## src/rtl/seq_div.sv

```systemverilog
// Sequential restoring divider, one quotient bit per clock.
// Fixed N-cycle latency; divide-by-zero yields all-ones quotient.
module seq_div #(
  parameter int N = 16
) (
  input  logic         clk,
  input  logic         rst_n,
  input  logic         start,
  input  logic [N-1:0] a2,
  input  logic [N-1:0] b2,
  output logic [N-1:0] quo,
  output logic [N-1:0] rem,
  output logic         busy,
  output logic         done,
  output logic         div_zero
);

  localparam int CW = $clog2(N) + 1;

  typedef enum logic {
    IDLE,
    RUN
  } state_t;

  state_t state;
  state_t state_nxt;

  logic [CW-1:0] cnt;
  logic [N-1:0]  r;
  logic [N-1:0]  d;
  logic [N-1:0]  dv;
  logic [N:0]    shifted;
  logic          neg;
  logic [N-1:0]  r_nxt;
  logic [N-1:0]  d_nxt;
  logic          last;
  logic          accept;

  // Low N bits of the difference are exact whenever it is non-negative.
  always_comb begin
    shifted = {r, d[N-1]};
    neg     = ({1'b0, dv} > shifted);
    r_nxt   = neg ? shifted[N-1:0]
                  : (shifted[N-1:0] - dv);
    d_nxt   = {d[N-2:0], ~neg};
    last    = (cnt == CW'(N - 1));
    accept  = (state == IDLE) && start;
  end

  always_comb begin
    state_nxt = state;
    case (state)
      IDLE: if (start) state_nxt = RUN;
      RUN:  if (last)  state_nxt = IDLE;
      default: state_nxt = IDLE;
    endcase
  end

  always_ff @(posedge clk or negedge rst_n) begin
    if (!rst_n) state <= IDLE;
    else        state <= state_nxt;
  end

  always_ff @(posedge clk or negedge rst_n) begin
    if (!rst_n) begin
      cnt      <= '0;
      r        <= '0;
      d        <= '0;
      dv       <= '0;
      quo      <= '0;
      rem      <= '0;
      div_zero <= 1'b0;
      done     <= 1'b0;
    end else begin
      done <= 1'b0;
      if (accept) begin
        d   <= a2;
        dv  <= b2;
        r   <= '0;
        cnt <= '0;
      end else if (state == RUN) begin
        r   <= r_nxt;
        d   <= d_nxt;
        cnt <= cnt + 1'b1;
        if (last) begin
          quo      <= d_nxt;
          rem      <= r_nxt;
          div_zero <= (dv == '0);
          done     <= 1'b1;
        end
      end
    end
  end

  assign busy = (state == RUN);

endmodule

```

## config.mk

```make
export PLATFORM = sky130hd
export DESIGN_NAME = seq_div
export DESIGN_NICKNAME = d
export VERILOG_FILES = /design/src/rtl/seq_div.sv
export SDC_FILE = /design/constraint.sdc
export NUM_CORES = 1
export LEC_CHECK = 0
export ABC_AREA = 1
export CORE_UTILIZATION = 32
export CTS_BUF_LIST = sky130_fd_sc_hd__clkbuf_4 sky130_fd_sc_hd__clkbuf_8 sky130_fd_sc_hd__clkbuf_16
export DETAILED_ROUTE_END_ITERATION = 10
export PLACE_DENSITY_LB_ADDON = 0.08
export SYNTH_ARGS = -nofsm -noshare
export SYNTH_HDL_FRONTEND = slang
export SYNTH_SLANG_ARGS = --single-unit
```

## constraint.sdc

```tcl
create_clock -name clk -period 1.75 [get_ports clk]
set_input_delay 0.2625 -clock clk [delete_from_list [all_inputs] [get_ports clk]]
set_output_delay 0.2625 -clock clk [all_outputs]
set_load 0.1 [all_outputs]
```

# Yosys cells after proc, flatten, opt, wreduce, memory -nomap -nowiden

Index checks and enable logic that the tools add are counted.

Equality and inequality tests: 1
Reductions and logical operators: 4
Mux-type cells: 13
$add $sub $neg: 2
Bitwise logic cells: 3
$lt $le $gt $ge: 1

Operators with widths:

| cell                                                 | number |
|---|---|
| two-way mux 16 bit                                   | 5 |
| > comparator 16 x 17 -> 1 bit                        | 1 |
| logical NOT 16 bit                                   | 1 |
| subtractor 16 bit                                    | 1 |
| two-way mux 5 bit                                    | 2 |
| adder 5 x 1 -> 5 bit (second input constant)         | 1 |
| equality test 5 x 4 -> 1 bit (second input constant) | 1 |
| two-way mux 1 bit                                    | 5 |
| inverter 1 bit                                       | 3 |
| AND reduction 3 bit                                  | 1 |
| case mux 1 bit (2 select lines)                      | 1 |
| nonzero test 2 bit                                   | 1 |
| logical AND 1 bit                                    | 1 |

Register bits after elaboration: 88
Bits of input ports: 35

# Depth between registers and ports, before layout

Gate-level depths: netlist of run 1.

Depth in word-level cells: 4
Gate-level depth with buffers: 16

# Worst setup path after synthesis of run 1

Ideal clock, no wire load.

Kind: register to register
Start: register state, in the netlist busy
End: register d[3]
Arrival time: 1921 ps
Clock period less this slack: 2063 ps
Slack: -313 ps
Cell stages (with the launch flop): 9
Buffers on the path: 3
Data required time: 1607 ps
Path through: dfrtp_1 > clkbuf_1 > inv_1 > nand2_1 > inv_1 > buf_2 > buf_2 > nand2_1 > o221ai_1

Word-level cells in the longest chain between the ends: 3
Elaborated cells on any way between the ends: 4
Classes of those cells: mux (1); bitwise (1); reduce/logical (2)

Ends and longest elaborated chain:

| item                                                            | RTL line | source |
|---|---|---|
| from (decl)                                                     | 25       | `state_t state;` |
| from (signal assigned)                                          | 61       | `else state <= state_nxt;` |
| inverter 1 bit                                                  | -        |  |
| logical AND 1 bit                                               | 47       | `accept = (state == IDLE) && start;` |
| two-way mux 16 bit / nonzero test 2 bit (equally long branches) | -        |  |
| to (signal assigned)                                            | 83       | `d <= d_nxt;` |
| to (decl)                                                       | 30       | `logic [N-1:0] d;` |

Several ways; a longest one is shown, not always the timed one.
A chain may end at the register's enable or synchronous reset.

# Final worst setup path of run 1

Start: register dv[15]
End: register r[8]

Word-level cells in the longest chain between the ends: 4

Ends and longest elaborated chain:

| item                          | RTL line | source |
|---|---|---|
| from (decl)                   | 31       | `logic [N-1:0] dv;` |
| from (signal assigned)        | 69       | `dv <= '0;` |
| from (signal assigned)        | 78       | `dv <= b2;` |
| > comparator 16 x 17 -> 1 bit | 42       | `neg = ({1'b0, dv} > shifted);` |
| two-way mux 16 bit            | 43       | `r_nxt = neg ? shifted[N-1:0]` |
| two-way mux 16 bit            | 81       | `end else if (state == RUN) begin` |
| two-way mux 16 bit            | 76       | `if (accept) begin` |
| to (signal assigned)          | 82       | `r <= r_nxt;` |
| to (decl)                     | 29       | `logic [N-1:0] r;` |

No other way between the ends. The select of a mux whose other input is x is not followed.

==> metrics.cfg, run 1 <==
[finish]
layout_commonest_cell=nand2_1
area_growth_pct=60.3
final_cell_area_um2=8230
nNetsFinal=914
most-common-layout-cells=220 x nand2_1, 101 x buf_4, 87 x inv_1, 87 x dfrtp_1, 42 x buf_12
drive_above_1_share=0.353
diodes=0
fillers=1456

[worst_setup_path]
cp_cell_sequence=ha_4, inv_2, nor2_4, nand2_4, nor2_4, nand2_2, nand3_4, buf_12, nand2_8, nand2_4, nand2_4, nand2_1, nand2_1
critPathMostFrequentCell=nand2_4
path_buf_inv=2
slowest_stage=dfrtp_1
start_kind=register
slowest_delay_ns=0.43
critPathCaptureType=register
cp.arrival_ns=2.23
path_class=reg -> reg
cp.required_ns=2.00
worstPathMaxFanout=5
critPathTopFamily=simple AND/OR/NAND/NOR gates

[sta]
setup_violations=34
maxSlewViolCount=0
tightest_slew_ns=0.564
finClkSkew_ns=0.00939
period_share=1.13
fin_ws_ns=-0.232
relSlewSlack=0.624
rsz0062_at_grt=yes
hold_viol_final=0
hold_ws_ns=0.291
fmax_mhz=505
min_period_ns=1.98

[clock_network]
cts.htree.levels=3
cts_root_buf=clkbuf_16
cts_buffer_depth=2
clk-insertion-delay-late_ns=0.36
clk_pin_slew_ns=0.07
cts_num_sinks=88
cts_tree=built
numCtsBuffers=9

[yosys]
yosysTopAreaCell=dfrtp_1
synth.distinct_cells=35
synth.cell_area_um2=5130
synth_nets=743
synth-main-ff-cell=dfrtp_1
yosys_warnings=0
synth-edff-count=0
avgSynthCellArea_um2=7.61
yosys-top-cells-area=dfrtp_1 43%, nand2_1 19%, ha_1 8.0%, inv_1 7.5%, nand3_1 3.9%
async_flop_share=1.00
seq_area_frac_synth=0.429
synth.ff_latch_count=88
synthCells=674
netlist.area_leader.share=0.429

[placed_design]
placed_cell_area_um2=7140
io_buffers=69
dpl.hpwl_um=10800
pre_cts_slack_ns=-0.329
gp_congestion=0.857

[detailed_routing]
drc=0
drt-total-wl_um=15600
ant_nets=0
initialDrtViolationCount=167
wl_per_cell_um=14.7
vias=4869
drtPass1Iterations=5
viasPerCell=4.59

[outcome]
violations=setup timing
status=complete, but fails checks

[global_routing]
grt_pass1_wl_um=26300
grt_usage=0.206
overflow=0
first_global_vias=5185
antenna_found_initial=0
grt_start_max_net_pins=50

[job]
maxCapViolCount=0

[die]
core_um2=15400
fp.dieW_um=129
dieArea_um2=16500
die_y_um=129
fp-row-count=45
initial_core_util=0.333
ioPinCount=70

[worst_hold_path]
min_path_type=in -> async

-- registers in the layout (all words and copies together), names as in the netlist --
register,cells
busy,1
cnt,5
d,16
div_zero,1
done,1
dv,16
quo,16
r,16
rem,16
-- per-layer routing --
metal,routed length (um),part of all wire,global-route usage,vias to the layer above
li1,-,-,-,2444
met1,7500,0.48,0.280,2311
met2,7380,0.47,0.335,96
met3,524,0.034,0.0349,18
met4,217,0.014,0.0623,0
met5,0,0,0,-
-- logic make-up after synthesis --
kind of cell | synth area share
DFF | 0.429
buffers and inverters | 0.0990
adders and majority gates | 0.0844
and+or+nand+nor | 0.301
xor gates and xnor gates | 0.0120
AOI/OAI and AO/OA | 0.0741
-- cell type report --
type | count | area [um2] | area share
clock buffer | 9 | 225 | 0.0274
inverter | 104 | 390 | 0.0475
timing repair buffer | 180 | 1970 | 0.240
clock inverter | 6 | 45.0 | 0.00548
tap | 211 | 264 | 0.0321
multi-input combinational | 462 | 3120 | 0.380
sequential | 88 | 2210 | 0.268
-- per-stage QoR --
stage | setup TNS (ns) | cells | utilization
2_1_floorplan | -2.14 | 674 | -
3_3_place_gp | -7.12 | 1015 | 0.463
3_5_place_dp | -8.73 | 1015 | 0.463
4_1_cts | -6.00 | 1061 | 0.518
5_1_grt | -9.95 | 1060 | 0.533
6_report | -6.60 | 1060 | 0.533
-- worst paths after layout --
path	start	endpoint	slack (ns)	cells past startpoint
min in group clk	a2[11]	d[11]	0.46	3
worst max-delay path	dv[15]	r[8]	-0.23	13
worst min-delay path	rst_n	dv[7]	0.29	2
worst max register to register	dv[15]	r[8]	-0.23	13
worst min register to register	r[14]	r[14]	0.49	2
max in group asynchronous	rst_n	busy	0.80	3
-- repair_timing --
| item | 4_1_cts | 5_1_grt |
|---|---|---|
| endpoints found under the setup margin | 34 | 39 |
| hold buffers | 1 | 0 |
| gates resized for setup | 72 | 67 |
| hold endpoints to repair | 10 | 0 |
| buffers inserted | 27 | 3 |
| gates cloned | 4 | 0 |
| pin swaps | 38 | 29 |
-- cell usage after synthesis, types with 3 or more instances --
master / count
o221ai_1: 13
o21ai_0: 35
buf_4: 3
a21oi_1: 9
nor4_1: 4
nand2_2: 12
nor2_2: 3
nand3_1: 40
nor2_4: 4
xor2_1: 5
nor2_1: 11
nand2_1: 265
buf_2: 7
clkbuf_1: 12
inv_1: 102
nand2_4: 3
ha_1: 33
nand4_1: 5
dfrtp_1: 88
Power of run 1 is not shown: default switching activity piles up to over one toggle a cycle in this logic, so the estimate is an artifact.
==> run 2, diff against run 1 <==
Settings changed: PLACE_DENSITY_LB_ADDON 0.08 to default.
==> metrics.cfg, run 2 (synthesis results as in run 1) <==
[outcome]
status=complete, but fails checks  ; unchanged
violations=setup timing  ; unchanged

[job]
maxCapViolCount=0  ; unchanged

[sta]
period_share=1.11  ; was 1.13
tightest_slew_ns=0.600  ; was 0.564 ns
fmax_mhz=515  ; was 505 MHz
relSlewSlack=0.599  ; was 0.624
maxSlewViolCount=0  ; unchanged
hold_viol_final=0  ; unchanged
min_period_ns=1.94  ; was 1.98 ns
finClkSkew_ns=0.0129  ; was 0.00939 ns
fin_ws_ns=-0.193  ; was -0.232 ns
rsz0062_at_grt=yes  ; unchanged
setup_violations=34  ; unchanged

[placed_design]
io_buffers=69  ; unchanged
dpl.hpwl_um=10300  ; was 10800 um
gp_congestion=0.850  ; was 0.857
pre_cts_slack_ns=-0.283  ; was -0.329 ns

[finish]
drive_above_1_share=0.371  ; was 0.353
nNetsFinal=913  ; was 914
layout_commonest_cell=nand2_1  ; unchanged
fillers=1411  ; was 1456
diodes=0  ; unchanged
seq_area_um2=2210  ; unchanged
most-common-layout-cells=212 x nand2_1, 92 x buf_4, 87 x dfrtp_1  ; was 220 x nand2_1, 101 x buf_4, 87 x inv_1, 87 x dfrtp_1, 42 x buf_12
multi_input_area_um2=3120  ; about the same
area_growth_pct=61.7  ; was 60.3%

[worst_setup_path]
rrSetupSlack_ns=-0.19  ; was -0.23 ns
rr_endpoint=rem[12]  ; was r[8]
cp_cell_sequence=inv_2, ha_4, inv_2, fa_2, nand2_2, nand3_4, nand2_4, inv_2, nand2_2, nand3_2, nand2_2, nand2_2, nand2_4, nand2_4, nand2_2, nand2_1  ; was ha_4, inv_2, nor2_4, nand2_4, nor2_4, nand2_2, nand3_4, buf_12, nand2_8, nand2_4, nand2_4, nand2_1, nand2_1
start_kind=register  ; unchanged
worst-r2r-cell-count=16  ; was 13
critPathCaptureType=register  ; unchanged
critPathMostFrequentCell=nand2_2  ; was nand2_4
regToRegStartpoint=d[15]  ; was dv[15]
cp.arrival_ns=2.19  ; was 2.23 ns
slowest_delay_ns=0.40  ; was 0.43 ns
slowest_stage=dfrtp_1  ; unchanged
cp.required_ns=1.99  ; was 2.00 ns
path_class=reg -> reg  ; unchanged
worstPathMaxFanout=3  ; was 5

[detailed_routing]
ant_nets=0  ; unchanged
initialDrtViolationCount=231  ; was 167
drc=0  ; unchanged
drt-total-wl_um=15600  ; about the same
wl_per_cell_um=14.7  ; about the same
viasPerCell=4.60  ; was 4.59
drtPass1Iterations=4  ; was 5
vias=4880  ; was 4869

[clock_network]
cts_root_buf=clkbuf_16  ; unchanged
clk_pin_slew_ns=0.07  ; about the same
cts_tree=built  ; unchanged
cts_buffer_depth=2  ; unchanged
numCtsBuffers=9  ; unchanged
cts_num_sinks=88  ; unchanged
clk-insertion-delay-late_ns=0.35  ; was 0.36 ns
cts.htree.levels=3  ; unchanged

[worst_hold_path]
min_path_type=in -> async  ; unchanged

[global_routing]
grt_usage=0.192  ; was 0.206
first_global_vias=5076  ; was 5185
grt_start_max_net_pins=52  ; was 50
antenna_found_initial=0  ; unchanged
overflow=0  ; unchanged
grt_pass1_wl_um=24800  ; was 26300 um

[die]
die_y_um=129  ; unchanged
fp.dieW_um=129  ; unchanged
dieArea_um2=16500  ; unchanged
initial_core_util=0.333  ; unchanged
fp-row-count=45  ; unchanged
ioPinCount=70  ; unchanged
core_um2=15400  ; unchanged

## run 2: layout make-up
| class | count | area share |
|---|---|---|
| repair buffers | 179 | 0.242 |
| clock inverters | 7 | 0.0103 |
| clock buffers | 9 | 0.0272 |
| inverters | 104 | 0.0471 |
| multi-input cells | 462 | 0.376 |
| well taps | 211 | 0.0318 |
| flip-flops and latches | 88 | 0.266 |
## run 2: how the worst max path moves through the flow
stage	start	to	slack, ns
global route	dv[2]	rem[7]	-0.30
CTS	d[15]	rem[12]	-0.18
finish	d[15]	rem[12]	-0.19
global placement	d[15]	r[12]	-0.22
floorplan	r[11]	rem[2]	-0.12
detailed placement	d[15]	rem[10]	-0.28
## run 2: per-stage QoR
step / instance area [um2] / hold WS (ns) / setup TNS (ns) / util / cells
after global routing: 8290 / 0.396 / -8.78 / 0.538 / 1060
after floorplan: 5280 / -0.0331 / -2.14 / - / 674
after global placement: 7090 / 0.212 / -5.78 / 0.460 / 1011
after detailed placement: 7090 / 0.213 / -7.62 / 0.460 / 1011
after CTS: 7910 / 0.381 / -4.10 / 0.513 / 1050
final: 8290 / 0.376 / -5.01 / 0.538 / 1060
## run 2: what timing repair did
action / 4_1_cts / 5_1_grt
buffers inserted: 21 / 10
setup endpoints to repair: 34 / 35
gates cloned: 2 / 2
hold buffers: 1 / 0
hold endpoints to repair: 23 / 0
pin swaps: 9 / 27
gates resized for setup: 79 / 78
## run 2: per-layer routing
layer | global-route usage | part of all wire | up-vias
met5 | 0 | 0 | -
met4 | 0.0685 | 0.023 | 0
met3 | 0.0254 | 0.034 | 26
met2 | 0.327 | 0.49 | 97
met1 | 0.249 | 0.45 | 2322
li1 | - | - | 2435
## run 2: worst max-delay path, delay by kind of cell, from the launching register on
kind,cells,cell delay [ns]
adders and majority gates,2,0.49
buffers and inverters,3,0.17
DFF,1,0.40
and+or+nand+nor,11,0.78
Power of run 2 is left out for the same reason.
